`config.mk`:
```
export PLATFORM = sky130hd
export DESIGN_NAME = serializer_flat
export DESIGN_NICKNAME = d
export VERILOG_FILES = /design/src/rtl/serializer_pkg.sv /design/src/rtl/serializer_if.sv /design/src/rtl/serializer_bit_counter.sv /design/src/rtl/serializer_shifter.sv /design/src/rtl/serializer.sv /design/src/flat_wrapper.sv
export SDC_FILE = /design/constraint.sdc
export NUM_CORES = 1
export LEC_CHECK = 0
export CELL_PAD_IN_SITES_DETAIL_PLACEMENT = 2
export CELL_PAD_IN_SITES_GLOBAL_PLACEMENT = 2
export CORE_UTILIZATION = 27
export CTS_CLUSTER_SIZE = 25
export DETAILED_ROUTE_END_ITERATION = 16
export PLACE_DENSITY = 0.84
export REMOVE_ABC_BUFFERS = 1
export SYNTH_ARGS = -nofsm -noshare
export SYNTH_HDL_FRONTEND = slang
export SYNTH_SLANG_ARGS = --single-unit
```
`constraint.sdc`:
```
create_clock -name clk -period 1.3 [get_ports clk]
set_input_delay 0.13 -clock clk [delete_from_list [all_inputs] [get_ports clk]]
set_output_delay 0.13 -clock clk [all_outputs]
set_load 0.05 [all_outputs]
```
`src/rtl/serializer_pkg.sv`:
```
// Shared width constants, bus type and FSM state encoding for the serializer.
// Imported by the interface, the sub-modules and the top.
package serializer_pkg;

  localparam int LENGTH = 16;
  localparam int CNT_W  = $clog2(LENGTH);

  typedef logic [LENGTH-1:0] buses;

  typedef enum logic [1:0] {
    IDLE,
    SHIFT,
    FINISH
  } ser_state_e;

endpackage

```
`src/rtl/serializer_if.sv`:
```
// Load (start/ready) and serial (valid/shift_en) handshake bundle of the serializer.
// The slave modport is the serializer itself; the master is its producer/consumer.
interface serializer_if;
  import serializer_pkg::*;

  logic start;
  buses ins;
  logic shift_en;
  logic ready;
  logic bout;
  logic bout_valid;
  logic last;
  logic done;

  modport master (
    output start, ins, shift_en,
    input  ready, bout, bout_valid, last, done
  );

  modport slave (
    input  start, ins, shift_en,
    output ready, bout, bout_valid, last, done
  );

endinterface

```
`src/rtl/serializer_bit_counter.sv`:
```
// Bit position counter with clear, enable and terminal count at LENGTH-1.
// Saturates at the terminal value so it can never wrap inside a word.
module serializer_bit_counter
  import serializer_pkg::*;
(
  input  logic clk_i,
  input  logic rst_i,
  input  logic clr_i,
  input  logic en_i,
  output logic tc_o
);

  logic [CNT_W-1:0] cnt_q;
  logic [CNT_W-1:0] cnt_d;

  assign tc_o = (cnt_q == CNT_W'(LENGTH - 1));

  always_comb begin
    cnt_d = cnt_q;
    if (clr_i) begin
      cnt_d = '0;
    end else if (en_i && !tc_o) begin
      cnt_d = cnt_q + CNT_W'(1);
    end
  end

  always_ff @(posedge clk_i) begin
    if (rst_i) begin
      cnt_q <= '0;
    end else begin
      cnt_q <= cnt_d;
    end
  end

endmodule

```
`src/rtl/serializer_shifter.sv`:
```
// LSB-insert shifter: moves the word one place towards the MSB and inserts bin_i at bit 0.
// Purely combinational.
module serializer_shifter
  import serializer_pkg::*;
(
  input  buses dout_src_i,
  input  logic bin_i,
  output buses dout_o
);

  assign dout_o = (dout_src_i << 1) | buses'(bin_i);

endmodule

```
`src/rtl/serializer.sv`:
```
// Parallel-to-serial converter: loads a LENGTH-bit word on start&ready and emits it MSB first,
// one bit per cycle with shift_en high, followed by a one-cycle done pulse.
module serializer
  import serializer_pkg::*;
(
  input  logic         clk,
  input  logic         rst,
  serializer_if.slave  bus
);

  ser_state_e state_q;
  ser_state_e state_d;
  buses       shift_q;
  buses       shift_d;
  buses       shifted;
  logic       load;
  logic       advance;
  logic       tc;

  assign load    = (state_q == IDLE) && bus.start;
  assign advance = (state_q == SHIFT) && bus.shift_en;

  serializer_shifter u_shifter (
    .dout_src_i (shift_q),
    .bin_i      (1'b0),
    .dout_o     (shifted)
  );

  serializer_bit_counter u_bit_counter (
    .clk_i (clk),
    .rst_i (rst),
    .clr_i (load),
    .en_i  (advance),
    .tc_o  (tc)
  );

  always_comb begin
    state_d        = state_q;
    shift_d        = shift_q;
    bus.ready      = 1'b0;
    bus.bout_valid = 1'b0;
    bus.last       = 1'b0;
    bus.done       = 1'b0;
    bus.bout       = shift_q[LENGTH-1];
    unique case (state_q)
      IDLE: begin
        bus.ready = 1'b1;
        if (bus.start) begin
          shift_d = bus.ins;
          state_d = SHIFT;
        end
      end
      SHIFT: begin
        bus.bout_valid = 1'b1;
        bus.last       = tc;
        if (bus.shift_en) begin
          shift_d = shifted;
          if (tc) begin
            state_d = FINISH;
          end
        end
      end
      FINISH: begin
        // After LENGTH zero-filling shifts the register is already clear, so bout reads 0 here.
        bus.done = 1'b1;
        state_d  = IDLE;
      end
      default: begin
        state_d = IDLE;
      end
    endcase
  end

  always_ff @(posedge clk) begin
    if (rst) begin
      state_q <= IDLE;
      shift_q <= '0;
    end else begin
      state_q <= state_d;
      shift_q <= shift_d;
    end
  end

endmodule
```
`src/flat_wrapper.sv`:
```
// flat-port wrapper written by rule: the top's interface ports become plain ports
module serializer_flat import serializer_pkg::*;
  (clk, rst, bus_start, bus_ins, bus_shift_en, bus_ready, bus_bout, bus_bout_valid, bus_last, bus_done);
  serializer_if bus_i ();
  input  logic clk;
  input  logic rst;
  input wire logic [$bits(bus_i.start)-1:0] bus_start;
  input wire logic [$bits(bus_i.ins)-1:0] bus_ins;
  input wire logic [$bits(bus_i.shift_en)-1:0] bus_shift_en;
  output wire logic [$bits(bus_i.ready)-1:0] bus_ready;
  output wire logic [$bits(bus_i.bout)-1:0] bus_bout;
  output wire logic [$bits(bus_i.bout_valid)-1:0] bus_bout_valid;
  output wire logic [$bits(bus_i.last)-1:0] bus_last;
  output wire logic [$bits(bus_i.done)-1:0] bus_done;
  assign bus_i.start = bus_start;
  assign bus_i.ins = bus_ins;
  assign bus_i.shift_en = bus_shift_en;
  assign bus_ready = bus_i.ready;
  assign bus_bout = bus_i.bout;
  assign bus_bout_valid = bus_i.bout_valid;
  assign bus_last = bus_i.last;
  assign bus_done = bus_i.done;
  serializer u_core (.clk(clk), .rst(rst), .bus(bus_i));
endmodule
```
After elaboration in Yosys (flattened, before gate mapping)
Cells that the tools add are included.

storage, ports and cells
  register bits = 22
  input bits = 20
  output and inout bits = 5
  word-level logic and storage cells = 30

cells by class
  add/sub/neg operators = 1
  equal/unequal tests = 6
  multiplexer cells = 11
  reduce and logical (&&, ||, !) cells = 9

operator list
  cell                                                                      count
  16-bit two-way mux                                                        2
  16-bit case mux with 2 select lines                                       1
  2-bit two-way mux                                                         3
  3-bit AND reduction                                                       2
  4-bit by 1-bit adder with 4-bit output (second input constant)            1
  4-bit equality test (second input constant)                               1
  1-bit two-way mux                                                         4
  2-bit inequality test (second input constant)                             2
  2-bit case mux with 2 select lines                                        1
  1-bit logical AND                                                         3
  2-bit by 1-bit equality test with 1-bit output (second input constant)    1
  2-bit equality test (second input constant)                               1
  2-bit zero test                                                           1
  2-bit by 1-bit inequality test with 1-bit output (second input constant)  1
  2-bit nonzero test                                                        1
  2-bit OR reduction                                                        1
  1-bit zero test                                                           1

Depth between registers and ports, before layout
Gate-level depths: netlist of run 1.

  depth after elaboration = 4
  mapped depth = 6
  gate-level depth less buffers = 4

Modules after synthesis
From an unflattened synthesis of run 1, not the netlist that was laid out.

second synthesis, totals
  cell total of the unflattened synthesis = 124
  area, all modules = 1168.6 um^2

modules (own cells, without submodules)
  module                  times used  cells an instance  area an instance (um^2)
  serializer              1           86                 837.1
  serializer_bit_counter  1           22                 211.5
  serializer_shifter      1           16                 120.1

Worst setup path before layout of run 1
Ideal clock, no wire load.

  kind = register to output
  from = register u_core.state_q[0]
  to = output port bus_last
  arrival = 1.448 ns
  data required time = 1.170 ns
  setup slack = -0.278 ns
  stages on the path, launching flop included = 5
  buffers on the path = 2
  cells stage by stage = dfxtp_1 nand2b_1 buf_6 buf_8 nor2_1

between the ends
  word-level cells in the longest chain between the ends = 2

RTL lines
  item                                            RTL line            source
  start, declared                                 serializer.sv:11    ser_state_e state_q;
  start signal, assigned                          serializer.sv:79    state_q <= state_d;
  2-bit by 1-bit equality test with 1-bit output  serializer.sv:45    unique case (state_q)
  1-bit two-way mux                               serializer.sv:45
  end, declared                                   flat_wrapper.sv:13  output wire logic [$bits(bus_i.last)-1:0] bus_last;

No other way between the ends.

Worst setup path after layout of run 1
  from = register u_core.state_q[0]
  to = register u_core.u_bit_counter.cnt_q[1]

between the ends
  word-level cells in the longest chain between the ends = 3
  elaborated cells on any way between the ends = 6

RTL lines
  item                                                                               RTL line                            source
  2-bit by 1-bit equality test with 1-bit output or 2-bit zero test (tied branches)  serializer.sv:21, serializer.sv:20
  1-bit logical AND (on tied branches)                                               serializer.sv:21, serializer.sv:20
  1-bit logical AND or 2-bit OR reduction (tied branches)                            n/a
  end signal, assigned                                                               serializer_bit_counter.sv:31        cnt_q <= cnt_d;
  end, declared                                                                      serializer_bit_counter.sv:13        logic [CNT_W-1:0] cnt_q;

Parallel ways exist; a longest one is shown, timed or not.
A chain may end at the register's enable or synchronous reset.

==> metrics.cfg, run 1 <==
[status]
status = complete, but fails checks
violations = setup timing

[timing]
slew_headroom = 0.7872
finalWorstSetupSlack_ns = -0.1657
maxSlewViolCount = 0
whs_ns = 0.4153
period_needed_ns = 1.466
fmax_mhz = 682.3
fin_crit_sh = 1.127
rsz0062_at_grt = true
worst_pin_slew_ns = 0.3104
fin_skew_ns = 0.003158
setup_viol = 13
hold_viol_final = 0

[clocking]
clkTransAtPathRegs_ns = 0.09
cts_tree = yes
clockBufferDepth = 2
insertion_delay_ns = 0.28
cts_buffers = 3
cts.sinks = 22
cts_hold_buf = 0
cts.htree.levels = 1
cts_root_buffer = clkbuf_8

[cells_and_area]
mostFrequentLayoutCells = 18 x clkdlybuf4s50_1, 18 x dfxtp_1, 16 x buf_4
multi_input_area_um2 = 793.3
syn2layout_area_growth_pct = 74.63
utilization = 0.5102
final_cells = 205
finalNetCount = 179
drive_above_1_share = 0.5096
seq_area_um2 = 450.4
diodes = 0
n_fill_cell = 376

[synthesis]
syn_area_per_cell_um2 = 9.998
synth_cell_types = 32
yosysSeqAreaShare = 0.3968
syn_area_um2 = 1110
async_flop_share = 0
synth_enable_flop_cells = 0
ys.flop_type = dfxtp_1
ys_warn_count = 0
ys_ff_latch = 22
syn_inst = 111

[place]
gp_congestion = 0.6953
dp_cells = 185
pre_cts_slack_ns = -0.2996
numPortBuffers = 24
dp_hpwl_um = 2270

[power]
internal_power_mw = 1.265
power_switching_uw = 543.2
pwr-share-seq = 0.426
clkPwrFrac = 0.293
p_total_mw = 1.808
ir_drop_v = 0.0004724
combPwrFrac = 0.281
p_leak_nw = 0.7189
p_sw_frac = 0.3005
pwr_density_cell_nw_per_um2 = 932.8

[run]
maxCapViolCount = 0

[worst_hold_path]
hold_path_class = primary input to flop
hp-start = bus_ins[0]
min_path_cells = 3

[drt]
avgViaCountPerCell = 5.561
vias = 1140
drt_iter0_markers = 39
first_pass_iters = 4
wl_per_cell_um = 23.81
wirelength_um = 4882
drc_errors = 0
ant_nets = 0

[setup_path]
arrival_ns = 1.63
crit_path_max_fanout = 5
path_class = flop to flop
cp_cell_sequence = buf_6 > nand3b_1 > buf_4 > o21ai_0 > a21oi_1
endpoint_kind = flop
required_ns = 1.46
r2r-start = u_core.state_q[0]
crit_path_max_incr_delay_ns = 0.41
cp_slowest_cell = dfxtp_4
rr_worst_depth = 5
startpoint = u_core.state_q[0]
start_kind = flop

[floorplanning]
rows = 22
io_pins = 25
die_w_um = 66.11
coreArea_um2 = 3799
die_area_um2 = 4371
fp.dieH_um = 66.11
start_util = 0.2922

[global_routing]
grt_pass1_vias = 1255
track_usage = 0.2180
grt_pass1_wl_um = 6755
grt_max_degree = 17
grt_remaining_overflow = 0
antenna_found_initial = 0

logic make-up (layout without fill, tap and decap cells):
group                    count (synthesis)  in the layout  share of synthesized area
AO/OA/AOI/OAI                           41             41                     0.2706
adder cells (fa/ha/maj)                  1              1                    0.01127
buffers and inverters                   14             57                    0.09131
flip-flops                              22             22                     0.3968
multiplexers                            16             19                     0.1488
AND/OR/NAND/NOR                         17             17                    0.08118
routing by layer:
layer / GRT usage / up-vias / routed length [µm]
li1: - / 526 / -
met1: 0.2694 / 584 / 2292
met2: 0.3839 / 23 / 2401
met4: 0.09309 / 0 / 83
met5: 0 / - / 0
met3: 0.01724 / 7 / 105
final timing paths:
kind                                        end  slack, ns
setup / recovery  u_core.u_bit_counter.cnt_q[1]      -0.17
hold / removal                u_core.shift_q[0]       0.42
setup reg to reg  u_core.u_bit_counter.cnt_q[1]      -0.17
hold reg to reg               u_core.state_q[0]       0.50
state kept, by name (all words and copies together) (netlist names):
name,cells
u_core.u_bit_counter.cnt_q,4
u_core.state_q,2
u_core.shift_q,16
cells in the mapped netlist, types with 3 or more instances:
cell type   n  share of area
a311oi_1   15           0.12
a21oi_1    12          0.054
a21oi_2     7          0.055
mux2i_1    15           0.14
nor2_1      3          0.010
nand3_1     3          0.014
nor3_1      3          0.014
inv_1       3          0.010
dfxtp_1    22           0.40
layout make-up:
class / count / share of cell area
Tap cell: 48 / 0.03099
Inverter: 4 / 0.009038
Clock buffer: 4 / 0.02841
Timing Repair Buffer: 49 / 0.2899
Multi-Input combinational cell: 78 / 0.4093
Sequential cell: 22 / 0.2324
stage by stage:
| stage | instance area, µm² | setup TNS, ns |
|---|---|---|
| CTS | 1748 | -0.08234 |
| floorplan | 1023 | -5.218 |
| finish | 1938 | -0.5817 |
| global route | 1938 | -1.512 |
| detailed placement | 1476 | -4.871 |
| global placement | 1476 | -2.964 |
critical path: cells and delay by family, from the launching register on:
| kind | cells | cell delay (ns) |
|---|---|---|
| compound gates | 2 | 0.38 |
| simple gates | 1 | 0.19 |
| flops | 1 | 0.41 |
| buf+inv | 2 | 0.36 |
power groups by stage:
stage | Sequential (mW) | Combinational, mW | Clock [mW]
after global routing | 0.775 | 0.537 | 0.560
after floorplan | 0.774 | 0.167 | 0
after CTS | 0.760 | 0.399 | 0.513
after detailed placement | 0.773 | 0.348 | 0
final | 0.771 | 0.508 | 0.529
after global placement | 0.768 | 0.329 | 0
what timing repair did:
action / CTS / global route
cloned: 3 / 1
gates resized for setup: 24 / 28
buffers inserted: 9 / 3
setup endpoints to repair: 11 / 22
pin swaps: 7 / 15
Note: power is estimated with default switching activity, not from simulation.
==> run 2: changes to the inputs <==
--- a/config.mk
+++ b/config.mk
@@ -7,10 +7,10 @@
 export LEC_CHECK = 0
 export CELL_PAD_IN_SITES_DETAIL_PLACEMENT = 2
 export CELL_PAD_IN_SITES_GLOBAL_PLACEMENT = 2
-export CORE_UTILIZATION = 27
+export CORE_UTILIZATION = 30
 export CTS_CLUSTER_SIZE = 25
 export DETAILED_ROUTE_END_ITERATION = 16
-export PLACE_DENSITY = 0.84
+export PLACE_DENSITY = 0.88
 export REMOVE_ABC_BUFFERS = 1
 export SYNTH_ARGS = -nofsm -noshare
 export SYNTH_HDL_FRONTEND = slang
==> constraint.sdc (replaced) <==
create_clock -name clk -period 1.6 [get_ports clk]
set_input_delay 0.16 -clock clk [delete_from_list [all_inputs] [get_ports clk]]
set_output_delay 0.16 -clock clk [all_outputs]
set_load 0.05 [all_outputs]
==> metrics.cfg, run 2 (synthesis results as in run 1) <==
[clocking]
cts_hold_buf = 0  ; unchanged
insertion_delay_ns = 0.26  ; -0.02 ns
cts.sinks = 22  ; unchanged
cts_root_buffer = clkbuf_8
clkTransAtPathRegs_ns = 0.08  ; about the same
post_cts_buffers = 0  ; -9
cts_buffers = 3  ; unchanged
clockBufferDepth = 2  ; unchanged
cts.htree.levels = 1  ; unchanged
cts_tree = yes

[power]
pwr-share-seq = 0.480  ; +0.054
clkPwrFrac = 0.313  ; +0.020
combPwrFrac = 0.206  ; -0.075
p_sw_frac = 0.2660  ; -0.03449
ir_drop_v = 0.0003213  ; -32%
p_total_mw = 1.288  ; -29%
internal_power_uw = 945.2  ; -25%
p_leak_nw = 0.5759  ; -20%
pwr_density_cell_nw_per_um2 = 862.6  ; -7.5%
power_switching_uw = 342.5  ; -37%

[place]
gp_congestion = 0.7829  ; +13%
dpl_cell_area_um2 = 1411  ; -4.4%
dp_hpwl_um = 2339  ; +3.0%
numPortBuffers = 24  ; unchanged
pre_cts_slack_ns = -0.01156  ; +0.2880 ns

[timing]
maxSlewViolCount = 0  ; unchanged
rsz0062_at_grt = false
fmax_mhz = 666.0
hold_viol_final = 0  ; unchanged
fin_skew_ns = 0.005504  ; +0.002346 ns
worst_pin_slew_ns = 0.3771  ; +0.06673 ns
slew_headroom = 0.7464  ; -0.04071
finalWorstSetupSlack_ns = 0.09853  ; +0.2643 ns
fin_crit_sh = 0.9384
setup_viol = 0  ; -13
period_needed_ns = 1.501

[worst_hold_path]
worstHoldEndpoint = u_core.shift_q[0]
hold_path_class = primary input to flop
hp-start = bus_ins[0]
min_path_cells = 3  ; unchanged

[setup_path]
endpoint_kind = primary output
r2r-start = u_core.u_bit_counter.cnt_q[0]
r2r_end = u_core.u_bit_counter.cnt_q[3]
crit_path_max_fanout = 32  ; +27
rr_worst_depth = 4  ; -1
regToRegSetupSlack_ns = 0.14  ; +0.31 ns
start_kind = flop
path_class = flop to primary output
arrival_ns = 1.34  ; -0.29 ns
required_ns = 1.44  ; -0.02 ns

[cells_and_area]
mostFrequentLayoutCells = 21 x dfxtp_1, 19 x clkdlybuf4s50_1, 15 x mux2i_1, 15 x a311oi_1, 12 x a21oi_1
multi_input_area_um2 = 585.6  ; -26%
syn2layout_area_growth_pct = 34.50
largest_reg_flops = 16  ; unchanged
diodes = 0  ; unchanged
regMostFlops = u_core.shift_q
drive_above_1_share = 0.2279  ; -0.2816
final_common_cell = dfxtp_1
design_area_um2 = 1493  ; -23%
utilization = 0.4337  ; -0.07655
n_fill_cell = 386  ; +2.7%
seq_area_um2 = 441.7  ; -1.9%
finalNetCount = 158  ; -12%
largest_registers = u_core.shift_q x16, u_core.u_bit_counter.cnt_q x4, u_core.state_q x2

[drt]
drt_iter0_markers = 30  ; -23%
vias = 1003  ; -12%
drc_errors = 0  ; unchanged
ant_nets = 0  ; unchanged
first_pass_iters = 3  ; -1
wirelength_um = 3287  ; -33%
avgViaCountPerCell = 5.511  ; -0.90%
wl_per_cell_um = 18.06  ; -24%

[global_routing]
track_usage = 0.1795  ; -0.03853
grt_pass1_vias = 1080  ; -14%
grt_pass1_wl_um = 5423  ; -20%
antenna_found_initial = 0  ; unchanged
grt_remaining_overflow = 0  ; unchanged
grt_max_degree = 33  ; +16

[floorplanning]
fp.dieH_um = 62.82  ; -5.0%
die_area_um2 = 3946  ; -9.7%
start_util = 0.3224  ; +0.03027
coreArea_um2 = 3442  ; -9.4%
io_pins = 25  ; unchanged
rows = 21  ; -4.5%
die_w_um = 62.82  ; -5.0%

[status]
status = finished clean

[run]
maxCapViolCount = 0  ; unchanged

run 2: layout make-up:
class / instances / area share
tap: 46 / 0.03856
sequential: 22 / 0.2959
multi-input combinational: 75 / 0.3923
timing repair buffer: 31 / 0.2263
inverter: 4 / 0.01006
clock buffer: 4 / 0.03688
run 2: repair_timing:
action / in CTS / in global routing
endpoints found under the hold margin: 0 / 0
endpoints found under the setup margin: 2 / 2
resized for setup: 3 / 5
run 2: how the worst max path moves through the flow:
| stage | endpoint | slack, ns | start |
|---|---|---|---|
| CTS | bus_bout_valid | 0.02 | u_core.state_q[1] |
| finish | bus_done | 0.1 | u_core.state_q[1] |
| global route | bus_last | 0.009 | u_core.u_bit_counter.cnt_q[0] |
| floorplan | bus_last | -0.26 | u_core.state_q[0] |
| detailed placement | u_core.shift_q[10] | -0.01 | bus_shift_en |
| global placement | u_core.shift_q[12] | 0.11 | bus_shift_en |
run 2: worst max-delay path, stage by stage (launching register included):
cell and delay [ns]:
dfxtp_1 0.41, inv_1 0.10, buf_12 0.18, nor2_1 0.17, buf_4 0.22
run 2: through the flow:
step	setup TNS [ns]	instances	hold slack [ns]
4_1_cts	0	182	0.4801
3_3_place_gp	0	178	0.4882
3_5_place_dp	-0.01639	178	0.5070
2_1_floorplan	-0.4293	101	0.2291
6_report	0	182	0.4778
5_1_grt	0	182	0.4950
run 2: per-layer routing:
layer	part of all wire	vias to the layer above	global-route usage
li1	-	478	-
met1	0.42	499	0.2084
met2	0.54	21	0.3370
met3	0.029	5	0.02920
met4	0.0091	0	0.04360
met5	0	-	0
run 2: power by group through the flow:
stage	registers [mW]	clock network (mW)	logic, mW
2_1_floorplan	0.629	0	0.136
3_5_place_dp	0.631	0	0.263
5_1_grt	0.624	0.431	0.289
6_report	0.619	0.403	0.266
4_1_cts	0.619	0.411	0.268
3_3_place_gp	0.625	0	0.248
==> run 3: changes to the inputs <==
--- a/config.mk
+++ b/config.mk
@@ -10,8 +10,9 @@
 export CORE_UTILIZATION = 30
 export CTS_CLUSTER_SIZE = 25
 export DETAILED_ROUTE_END_ITERATION = 16
-export PLACE_DENSITY = 0.88
+export PLACE_DENSITY = 0.89
 export REMOVE_ABC_BUFFERS = 1
 export SYNTH_ARGS = -nofsm -noshare
 export SYNTH_HDL_FRONTEND = slang
+export SYNTH_HIERARCHICAL = 1
 export SYNTH_SLANG_ARGS = --single-unit
==> metrics.cfg, run 3 <==
[status]
status = finished clean

[clocking]
clockBufferDepth = 2  ; unchanged
cts.sinks = 22  ; unchanged
insertion_delay_ns = 0.26  ; about the same
cts_tree = yes
clkTransAtPathRegs_ns = 0.08  ; about the same
cts_buffers = 3  ; unchanged
cts.htree.levels = 1  ; unchanged
cts_root_buffer = clkbuf_8

[floorplanning]
fp.dieH_um = 64.42  ; +2.5%
rows = 22  ; +4.8%
die_area_um2 = 4149  ; +5.1%
die_w_um = 64.42  ; +2.5%
start_util = 0.3168  ; -0.005603
io_pins = 25  ; unchanged
coreArea_um2 = 3689  ; +7.2%

[synthesis]
syn_area_um2 = 1169  ; +5.3%
synth_top_area_frac = 0.3769  ; -0.01997
ys.flop_type = dfxtp_1
ys_warn_count = 6  ; +6
synth_cell_types = 31  ; -3.1%
synth_enable_flop_cells = 0  ; unchanged
yosysSeqAreaShare = 0.3769  ; -0.01997
yosysMostFrequentCell = dfxtp_1
synth_area_leaders = dfxtp_1 38%, buf_4 11%, o221a_1 7.7%
syn_inst = 124  ; +12%
yosys-top-cells-count = 22 x dfxtp_1, 18 x inv_1, 17 x buf_4
async_flop_share = 0  ; unchanged
syn_area_per_cell_um2 = 9.424  ; -5.7%
ys_ff_latch = 22  ; unchanged
yosys.area.top_type = dfxtp_1

[place]
numPortBuffers = 24  ; unchanged
gp_congestion = 0.7112  ; -9.2%
dp_hpwl_um = 2029  ; -13%
dpl_cell_area_um2 = 1393  ; -1.3%
dp_cells = 179  ; +0.56%

[cells_and_area]
diodes = 0  ; unchanged
final_common_cell = dfxtp_1
regMostFlops = u_core/shift_q
multi_input_area_um2 = 495.5  ; -15%
largest_reg_flops = 16  ; unchanged
drive_above_1_share = 0.3043  ; +0.07641
finalNetCount = 160  ; +1.3%
seq_area_um2 = 445.4  ; +0.85%
design_area_um2 = 1480  ; -0.84%
syn2layout_area_growth_pct = 26.66
mostFrequentLayoutCells = 20 x dfxtp_1, 19 x clkdlybuf4s50_1, 18 x inv_1
n_fill_cell = 403  ; +4.4%
largest_registers = u_core/shift_q x16, u_core/u_bit_counter/cnt_q x4, u_core/state_q x2
utilization = 0.4013  ; -0.03237
final_cells = 186  ; +2.2%

[drt]
wl_per_cell_um = 14.93  ; -17%
wirelength_um = 2777  ; -16%
drt_iter0_markers = 24  ; -20%
vias = 919  ; -8.4%
first_pass_iters = 3  ; unchanged
avgViaCountPerCell = 4.941  ; -10%
ant_nets = 0  ; unchanged
drc_errors = 0  ; unchanged

[setup_path]
path_buf_inv = 2  ; -1
start_kind = flop
crit_path_max_incr_delay_ns = 0.37  ; -0.04 ns
crit_family = flip-flops
crit_path_max_fanout = 5  ; -84%
endpoint_kind = primary output
required_ns = 1.44  ; about the same
arrival_ns = 1.37  ; +0.03 ns
cp_slowest_cell = dfxtp_4
cp_cell_sequence = ha_2 > nand3_2 > inv_4 > and2_1 > buf_12
path_class = flop to primary output

[power]
pwr_density_cell_nw_per_um2 = 848.5  ; -1.6%
p_leak_nw = 0.5808  ; +0.85%
p_total_mw = 1.256  ; -2.5%
ir_drop_v = 0.0003132  ; -2.5%

[global_routing]
grt_pass1_wl_um = 4726  ; -13%
grt_remaining_overflow = 0  ; unchanged
grt.busiest_layer = met2
grt_use_met3 = 0.01937  ; -0.009831
gr-usage-met1 = 0.1636  ; -0.04481
track_usage = 0.1454  ; -0.03407
antenna_found_initial = 0  ; unchanged
groute.layer.met2.usage = 0.2750  ; -0.06196
grt_pass1_vias = 1039  ; -3.8%
grt_max_degree = 18  ; -45%

[timing]
hold_viol_final = 0  ; unchanged
final.setup.tns_ns = 0  ; unchanged
period_needed_ns = 1.526  ; +0.02432 ns
fmax_mhz = 655.4  ; -1.6%
worst_pin_slew_ns = 0.6353  ; +0.2582 ns
maxSlewViolCount = 0  ; unchanged
slew_headroom = 0.5760  ; -0.1705
fin_skew_ns = 0.003731  ; -0.001773 ns
fin_crit_sh = 0.9536  ; +0.01520
setup_viol = 0  ; unchanged

[worst_hold_path]
hold_path_class = flop to flop

[run]
maxCapViolCount = 0  ; unchanged

-- run 3: per-stage QoR --
stage | setup slack (ns) | hold WS (ns)
after floorplan | -0.4542 | 0.2368
after global placement | -0.02757 | 0.4766
after detailed placement | -0.08506 | 0.5068
after CTS | 0.01830 | 0.4969
after global routing | -0.006764 | 0.5230
final | 0.07420 | 0.4921
-- run 3: cells by family after synthesis --
group                      count (synthesis)  synth area share
AOI/OAI and AO/OA                         39            0.3019
adders and majority gates                  1           0.01070
buffers and inverters                     41            0.2013
DFF                                       22            0.3769
muxes                                      1          0.008566
other                                      1          0.003209
and+or+nand+nor                           19           0.09744
-- run 3: where the power goes --
part	total (mW)	switching [mW]	internal (mW)
combinational	0.242	0.117	0.125
sequential	0.615	0.0272	0.588
clock	0.399	0.180	0.219
-- run 3: area by class of cell --
type                       count  area share
multi-input combinational     61      0.3347
sequential                    22      0.3009
timing repair buffer          32      0.2367
inverter                      19     0.04987
tap                           48     0.04057
clock buffer                   4     0.03719
-- run 3: final timing paths --
check	cells after the start	slack (ns)	from	endpoint
max	5	0.07	u_core/u_bit_counter/cnt_q[0]	bus_last
max reg2reg	3	0.15	u_core/state_q[0]	u_core/shift_q[9]
min	2	0.49	u_core/u_bit_counter/cnt_q[1]	u_core/u_bit_counter/cnt_q[1]
min reg2reg	2	0.49	u_core/u_bit_counter/cnt_q[1]	u_core/u_bit_counter/cnt_q[1]
-- run 3: timing repair --
| action | in CTS | in global routing |
|---|---|---|
| setup buffers | 0 | 3 |
| cloned | 0 | 0 |
| setup endpoints to repair | 1 | 1 |
| resized for setup | 4 | 1 |
| hold buffers | 0 | 0 |
-- run 3: worst register-to-register path, delay by kind of cell (launching register included) --
family	cells	cell delay, ns
AND/OR/NAND/NOR	1	0.50
flip-flops	1	0.45
AO/OA/AOI/OAI	1	0.32
multiplexers	1	0.12
-- run 3: metal layers --
layer / part of all wire / vias to the layer above
met4: 0.0050 / 0
met3: 0.025 / 2
met1: 0.43 / 455
met2: 0.54 / 16
li1: - / 446
met5: 0 / -
